File: src/rtl/hazard_ctrl_if.sv
// Hazard-control bus between the pipeline (master) and hazard_ctrl (slave).
// Carries the ID/EX/MEM hazard fields plus the stall, flush and counter outputs.
interface hazard_ctrl_if;
    logic [4:0]  Rs_D;
    logic [4:0]  Rt_D;
    logic [4:0]  Rt_E;
    logic        Mem_Read_E;
    logic        Reg_Write_E;
    logic [4:0]  write_reg_E;
    logic        Mem_To_Reg_M;
    logic [4:0]  write_reg_M;
    logic        branch_D;
    logic        jump_D;
    logic        branch_taken_D;
    logic        md_start_E;
    logic        md_done;
    logic        stall_F;
    logic        stall_D;
    logic        clr_D;
    logic        clr_E;
    logic        md_busy;
    logic        md_abort;
    logic [31:0] stall_cnt;
    logic [31:0] flush_cnt;

    modport master (
        output Rs_D, Rt_D, Rt_E, Mem_Read_E, Reg_Write_E, write_reg_E, Mem_To_Reg_M,
               write_reg_M, branch_D, jump_D, branch_taken_D, md_start_E, md_done,
        input  stall_F, stall_D, clr_D, clr_E, md_busy, md_abort, stall_cnt, flush_cnt
    );

    modport slave (
        input  Rs_D, Rt_D, Rt_E, Mem_Read_E, Reg_Write_E, write_reg_E, Mem_To_Reg_M,
               write_reg_M, branch_D, jump_D, branch_taken_D, md_start_E, md_done,
        output stall_F, stall_D, clr_D, clr_E, md_busy, md_abort, stall_cnt, flush_cnt
    );
endinterface

File: src/rtl/hazard_ctrl.sv
// Pipeline hazard controller: load-use / branch stalls, taken-branch flush, mul/div wait FSM.
// Define HAZ_PERF_CNT_EN to build the saturating stall/flush performance counters.
module hazard_ctrl #(
    parameter int unsigned MD_TIMEOUT = 64
) (
    input  logic         clk,
    input  logic         rst_n,
    hazard_ctrl_if.slave hz
);

    typedef enum logic [0:0] {StRun, StMdWait} state_e;

    localparam logic [7:0] WcntLast = 8'(MD_TIMEOUT - 1);

    state_e     state_q, state_d;
    logic [7:0] wcnt_q, wcnt_d;
    logic       md_abort_q, md_abort_d;

    logic lu, bh, flush;
    logic stall, clr_d, busy;

    // Register 0 is hardwired, so it can never carry a dependency.
    function automatic logic reg_match(input logic [4:0] a, input logic [4:0] b);
        return (a != 5'd0) && (a == b);
    endfunction

    always_comb begin
        lu = hz.Mem_Read_E & (reg_match(hz.Rt_E, hz.Rs_D) | reg_match(hz.Rt_E, hz.Rt_D));
        bh = hz.branch_D &
             ((hz.Reg_Write_E &
               (reg_match(hz.write_reg_E, hz.Rs_D) | reg_match(hz.write_reg_E, hz.Rt_D))) |
              (hz.Mem_To_Reg_M &
               (reg_match(hz.write_reg_M, hz.Rs_D) | reg_match(hz.write_reg_M, hz.Rt_D))));
        flush = hz.jump_D | (hz.branch_D & hz.branch_taken_D);
    end

    always_ff @(posedge clk or negedge rst_n) begin
        if (!rst_n) begin
            state_q    <= StRun;
            wcnt_q     <= 8'd0;
            md_abort_q <= 1'b0;
        end else begin
            state_q    <= state_d;
            wcnt_q     <= wcnt_d;
            md_abort_q <= md_abort_d;
        end
    end

    always_comb begin
        state_d    = state_q;
        wcnt_d     = wcnt_q;
        md_abort_d = 1'b0;
        unique case (state_q)
            StRun: begin
                if (hz.md_start_E) begin
                    state_d = StMdWait;
                    wcnt_d  = 8'd0;
                end
            end
            StMdWait: begin
                // md_done has priority over a coincident timeout.
                if (hz.md_done) begin
                    state_d = StRun;
                end else if (wcnt_q == WcntLast) begin
                    state_d    = StRun;
                    md_abort_d = 1'b1;
                end else begin
                    wcnt_d = wcnt_q + 8'd1;
                end
            end
            default: state_d = StRun;
        endcase
    end

    always_comb begin
        stall = 1'b0;
        clr_d = 1'b0;
        busy  = 1'b0;
        if (rst_n) begin
            if (state_q == StMdWait) begin
                stall = 1'b1;
                busy  = 1'b1;
            end else if (lu || bh) begin
                stall = 1'b1;
            end else if (flush) begin
                clr_d = 1'b1;
            end
        end
    end

    assign hz.stall_F  = stall;
    assign hz.stall_D  = stall;
    assign hz.clr_E    = stall;
    assign hz.clr_D    = clr_d;
    assign hz.md_busy  = busy;
    assign hz.md_abort = md_abort_q;

`ifdef HAZ_PERF_CNT_EN
    logic [31:0] stall_cnt_q, stall_cnt_d;
    logic [31:0] flush_cnt_q, flush_cnt_d;

    always_comb begin
        stall_cnt_d = stall_cnt_q;
        flush_cnt_d = flush_cnt_q;
        if (stall && stall_cnt_q != 32'hFFFF_FFFF) stall_cnt_d = stall_cnt_q + 32'd1;
        if (clr_d && flush_cnt_q != 32'hFFFF_FFFF) flush_cnt_d = flush_cnt_q + 32'd1;
    end

    always_ff @(posedge clk or negedge rst_n) begin
        if (!rst_n) begin
            stall_cnt_q <= 32'd0;
            flush_cnt_q <= 32'd0;
        end else begin
            stall_cnt_q <= stall_cnt_d;
            flush_cnt_q <= flush_cnt_d;
        end
    end

    assign hz.stall_cnt = stall_cnt_q;
    assign hz.flush_cnt = flush_cnt_q;
`else
    assign hz.stall_cnt = 32'd0;
    assign hz.flush_cnt = 32'd0;
`endif

endmodule

File: src/flat_wrapper.sv
// flat-port wrapper written by rule: the top's interface ports become plain ports
module hazard_ctrl_flat 
#(
    parameter int unsigned MD_TIMEOUT = 64
)
  (clk, rst_n, hz_Rs_D, hz_Rt_D, hz_Rt_E, hz_Mem_Read_E, hz_Reg_Write_E, hz_write_reg_E, hz_Mem_To_Reg_M, hz_write_reg_M, hz_branch_D, hz_jump_D, hz_branch_taken_D, hz_md_start_E, hz_md_done, hz_stall_F, hz_stall_D, hz_clr_D, hz_clr_E, hz_md_busy, hz_md_abort, hz_stall_cnt, hz_flush_cnt);
  hazard_ctrl_if hz_i ();
  input  logic clk;
  input  logic rst_n;
  input wire logic [$bits(hz_i.Rs_D)-1:0] hz_Rs_D;
  input wire logic [$bits(hz_i.Rt_D)-1:0] hz_Rt_D;
  input wire logic [$bits(hz_i.Rt_E)-1:0] hz_Rt_E;
  input wire logic [$bits(hz_i.Mem_Read_E)-1:0] hz_Mem_Read_E;
  input wire logic [$bits(hz_i.Reg_Write_E)-1:0] hz_Reg_Write_E;
  input wire logic [$bits(hz_i.write_reg_E)-1:0] hz_write_reg_E;
  input wire logic [$bits(hz_i.Mem_To_Reg_M)-1:0] hz_Mem_To_Reg_M;
  input wire logic [$bits(hz_i.write_reg_M)-1:0] hz_write_reg_M;
  input wire logic [$bits(hz_i.branch_D)-1:0] hz_branch_D;
  input wire logic [$bits(hz_i.jump_D)-1:0] hz_jump_D;
  input wire logic [$bits(hz_i.branch_taken_D)-1:0] hz_branch_taken_D;
  input wire logic [$bits(hz_i.md_start_E)-1:0] hz_md_start_E;
  input wire logic [$bits(hz_i.md_done)-1:0] hz_md_done;
  output wire logic [$bits(hz_i.stall_F)-1:0] hz_stall_F;
  output wire logic [$bits(hz_i.stall_D)-1:0] hz_stall_D;
  output wire logic [$bits(hz_i.clr_D)-1:0] hz_clr_D;
  output wire logic [$bits(hz_i.clr_E)-1:0] hz_clr_E;
  output wire logic [$bits(hz_i.md_busy)-1:0] hz_md_busy;
  output wire logic [$bits(hz_i.md_abort)-1:0] hz_md_abort;
  output wire logic [$bits(hz_i.stall_cnt)-1:0] hz_stall_cnt;
  output wire logic [$bits(hz_i.flush_cnt)-1:0] hz_flush_cnt;
  assign hz_i.Rs_D = hz_Rs_D;
  assign hz_i.Rt_D = hz_Rt_D;
  assign hz_i.Rt_E = hz_Rt_E;
  assign hz_i.Mem_Read_E = hz_Mem_Read_E;
  assign hz_i.Reg_Write_E = hz_Reg_Write_E;
  assign hz_i.write_reg_E = hz_write_reg_E;
  assign hz_i.Mem_To_Reg_M = hz_Mem_To_Reg_M;
  assign hz_i.write_reg_M = hz_write_reg_M;
  assign hz_i.branch_D = hz_branch_D;
  assign hz_i.jump_D = hz_jump_D;
  assign hz_i.branch_taken_D = hz_branch_taken_D;
  assign hz_i.md_start_E = hz_md_start_E;
  assign hz_i.md_done = hz_md_done;
  assign hz_stall_F = hz_i.stall_F;
  assign hz_stall_D = hz_i.stall_D;
  assign hz_clr_D = hz_i.clr_D;
  assign hz_clr_E = hz_i.clr_E;
  assign hz_md_busy = hz_i.md_busy;
  assign hz_md_abort = hz_i.md_abort;
  assign hz_stall_cnt = hz_i.stall_cnt;
  assign hz_flush_cnt = hz_i.flush_cnt;
  hazard_ctrl #(.MD_TIMEOUT(MD_TIMEOUT)) u_core (.clk(clk), .rst_n(rst_n), .hz(hz_i));
endmodule
File: config.mk
export PLATFORM = sky130hd
export DESIGN_NAME = hazard_ctrl_flat
export DESIGN_NICKNAME = d
export VERILOG_FILES = /design/src/rtl/hazard_ctrl_if.sv /design/src/rtl/hazard_ctrl.sv /design/src/flat_wrapper.sv
export SDC_FILE = /design/constraint.sdc
export NUM_CORES = 1
export LEC_CHECK = 0
export ABC_CLOCK_PERIOD_IN_PS = 3000
export CELL_PAD_IN_SITES_DETAIL_PLACEMENT = 1
export CELL_PAD_IN_SITES_GLOBAL_PLACEMENT = 2
export CORE_MARGIN = 2
export CORE_UTILIZATION = 15
export CTS_CLUSTER_SIZE = 20
export DETAILED_ROUTE_END_ITERATION = 8
export HOLD_SLACK_MARGIN = 0.06
export PLACE_DENSITY = 0.75
export SLEW_MARGIN = 20
export SYNTH_ARGS = -nofsm -noshare
export SYNTH_HDL_FRONTEND = slang
export SYNTH_SLANG_ARGS = --single-unit
File: constraint.sdc
create_clock -name clk -period 3 [get_ports clk]
set_clock_uncertainty 0.05 [all_clocks]
set_input_delay 0.9 -clock clk [delete_from_list [all_inputs] [get_ports clk]]
set_output_delay 0.9 -clock clk [all_outputs]
set_load 0.01 [all_outputs]
==> metrics.txt <==
status=finished, violations left; failing checks=setup timing; ys async rst share=100.0%; Hold Crit Class=flip-flop to flip-flop; Post-Syn Instances=172; Reg-to-Reg Start=u_core.wcnt_q[0]; DIE HEIGHT=100.7 um; most common cell after layout, fill and taps aside=conb_1; static leakage=0.8596 nW; setup ws final=-201.2 ps; total track usage=6.619%; placed insts=336; final worst path period need=3201 ps; share of layout cells above drive strength 1=21.83%; R2R cell count=6; Final GP Congestion=0.7797; Area growth syn-to-layout=30.45%; Total Nets Final=266; EDFF count, synth=0; YS warnings=0; #FFs+latches synth=10; R2R setup slack=1170 ps; post-cts hold buffer count=0; most frequent cells in the layout=conb_1 (64), xnor2_1 (19), buf_4 (16); HPWL after DPL=3.121 mm; Pwr per Cell Area=294.3 nW/um2; Netlist cell types=29; Area contributors post-synth=buf_4 (35%), dfrtp_1 (18%), xnor2_1 (12%); number of global-route vias before repair=1073; Top FF cell, synth=dfrtp_1; WP buf/inv=2; Reg2Reg Capture Point=u_core.wcnt_q[6]; CP top delay family=compound AO/OA/AOI/OAI gates; detailed router's first-iteration violation count=8; Min-Delay Path Depth=2; cell area after layout=1828 um2; RSZ-0062 raised after global routing=yes; drt pass-1 iters=4; Clock Sinks=10; Post CTS Setup Buffer Count=0; # diodes=0; drt drc=0; Final period util=106.7%; non-filler cells, final=340; Overflow after GRT=0; Vias/cell=3.294; drt wl/cell=10.15 um; H-tree Lvls=1; DIE AREA=10130 um2; Initial Util=15.31%; synthesized area=1401 um2; Die Wd=100.7 um; Achievable Freq=0.3124 GHz; Arr. time, crit path=2250 ps; first-pass GRT wire length=5.285 mm; I/O Buffers=40; total CTS buffers=3; Std-Cell Rows=35; pin count of the biggest net entering global routing=8; Yosys top cell area share=35.36%; Critical Path Source Type=input pin; worst skew pair latency=230 ps; Req. time, crit path=2050 ps; crit path cell chain=buf_6 -> or4_4 -> o211ai_1 -> a21oi_2 -> o31a_1 -> buf_2; initial antenna violation count=0; Vias=1120; MaxCap Viol Count=0; Final Setup Violations=4; crit end category=primary output; Boundary Pins=105; CTS tree=built; Root Driver=clkbuf_8; CP Class=input pin to primary output; slowest CP cell=or4_4; Core ar.=9153 um2; worst hold slack=485.0 ps; Clock Path Buffers=2; CP peak stage delay=510 ps; Hold Crit Endpoint=u_core.wcnt_q[1]; Routed WL=3.450 mm; clock-pin slew on the worst setup and hold paths=50 ps; remaining antenna violation count after routing=0; peak supply drop=0.1077 mV; largest area contributor in the synthesized netlist=buf_4; crit-path max FO=3; Max Slew Vio Count=0; Fin. Hold Viols=0; Mapped Avg Cell Area=8.147 um2; Hold Startpoint=u_core.wcnt_q[1]; Area after DPL=1802 um2; register area share after synthesis=17.86%
[through the flow]
step	power (mW)	setup slack [ps]	util (%)	setup TNS (ps)
floorplan	0.3354	-81.67	-	-163.3
global placement	0.3808	-981.0	19.69	-4118
detailed placement	0.3848	-979.8	19.69	-4150
CTS	0.5484	-199.5	19.97	-777.9
global route	0.5804	-267.4	19.97	-1006
finish	0.5379	-201.2	19.97	-760.4
[flip-flops by register name, indices dropped and copies added, names as in the netlist]
name                count
u_core.hz.md_abort      1
u_core.state_q          1
u_core.wcnt_q           8
[layout make-up]
class	count	area [um2]
clock buffer	4	55.05
tap	111	138.9
multi-input combinational	159	913.4
sequential	10	250.2
timing repair buffer	56	470.5
fill	1110	7325
[synth_stat cells (all sizes together) (3+ instances only)]
| library cell | number |
|---|---|
| a21oi | 4 |
| and3 | 3 |
| buf | 66 |
| dfrtp | 10 |
| nand2 | 9 |
| nand2b | 3 |
| nand3 | 9 |
| nor2 | 8 |
| nor3 | 5 |
| xnor2 | 19 |
| xor2 | 15 |
[cells by family (layout without fill, tap and decap cells)]
kind of cell / count (synthesis) / count (layout) / synth area share [%]
flops: 10 / 10 / 17.86
buf+inv: 66 / 60 / 35.36
fa+ha+maj: 1 / 1 / 0.8927
simple gates: 47 / 47 / 17.77
other cells: 1 / 64 / 0.2676
xor+xnor: 34 / 34 / 21.25
compound gates: 13 / 13 / 6.608
[routing by layer]
metal | GRT usage, % | share of wire, % | wire length [um]
met5 | 0 | 0 | 0
met2 | 11.54 | 50 | 1717
met3 | 1.318 | 6.1 | 212
met4 | 1.897 | 1.5 | 53
met1 | 8.225 | 43 | 1467
[timing repair]
| action | CTS | global route |
|---|---|---|
| endpoints found under the hold margin | 0 | 0 |
| resized for setup | 87 | 10 |
| pin swaps | 15 | 10 |
| setup endpoints to repair | 5 | 5 |
[tightest hold or removal path, cell delays in order (launching register included)]
cell	delay, ps
dfrtp_1	360
nand3_1	70
nand2_1	70
[power by group]
group	internal [mW]	switching, mW	leakage, nW
Clock	0.115	0.0525	0.0288
Combinational	0.0937	0.117	0.695
Sequential	0.147	0.0121	0.136
[worst max-delay path by stage]
stage	depth (start not counted)	end	slack, ps	from
2_1_floorplan	5	hz_stall_D	-80	hz_write_reg_E[0]
3_3_place_gp	7	hz_stall_D	-980	hz_Rt_D[3]
3_5_place_dp	7	hz_clr_E	-980	hz_Rt_D[3]
4_1_cts	6	hz_clr_E	-200	hz_write_reg_M[2]
5_1_grt	6	hz_clr_E	-270	hz_write_reg_E[3]
6_report	6	hz_clr_E	-200	hz_write_reg_E[3]
(Power assumes the default switching activity.)
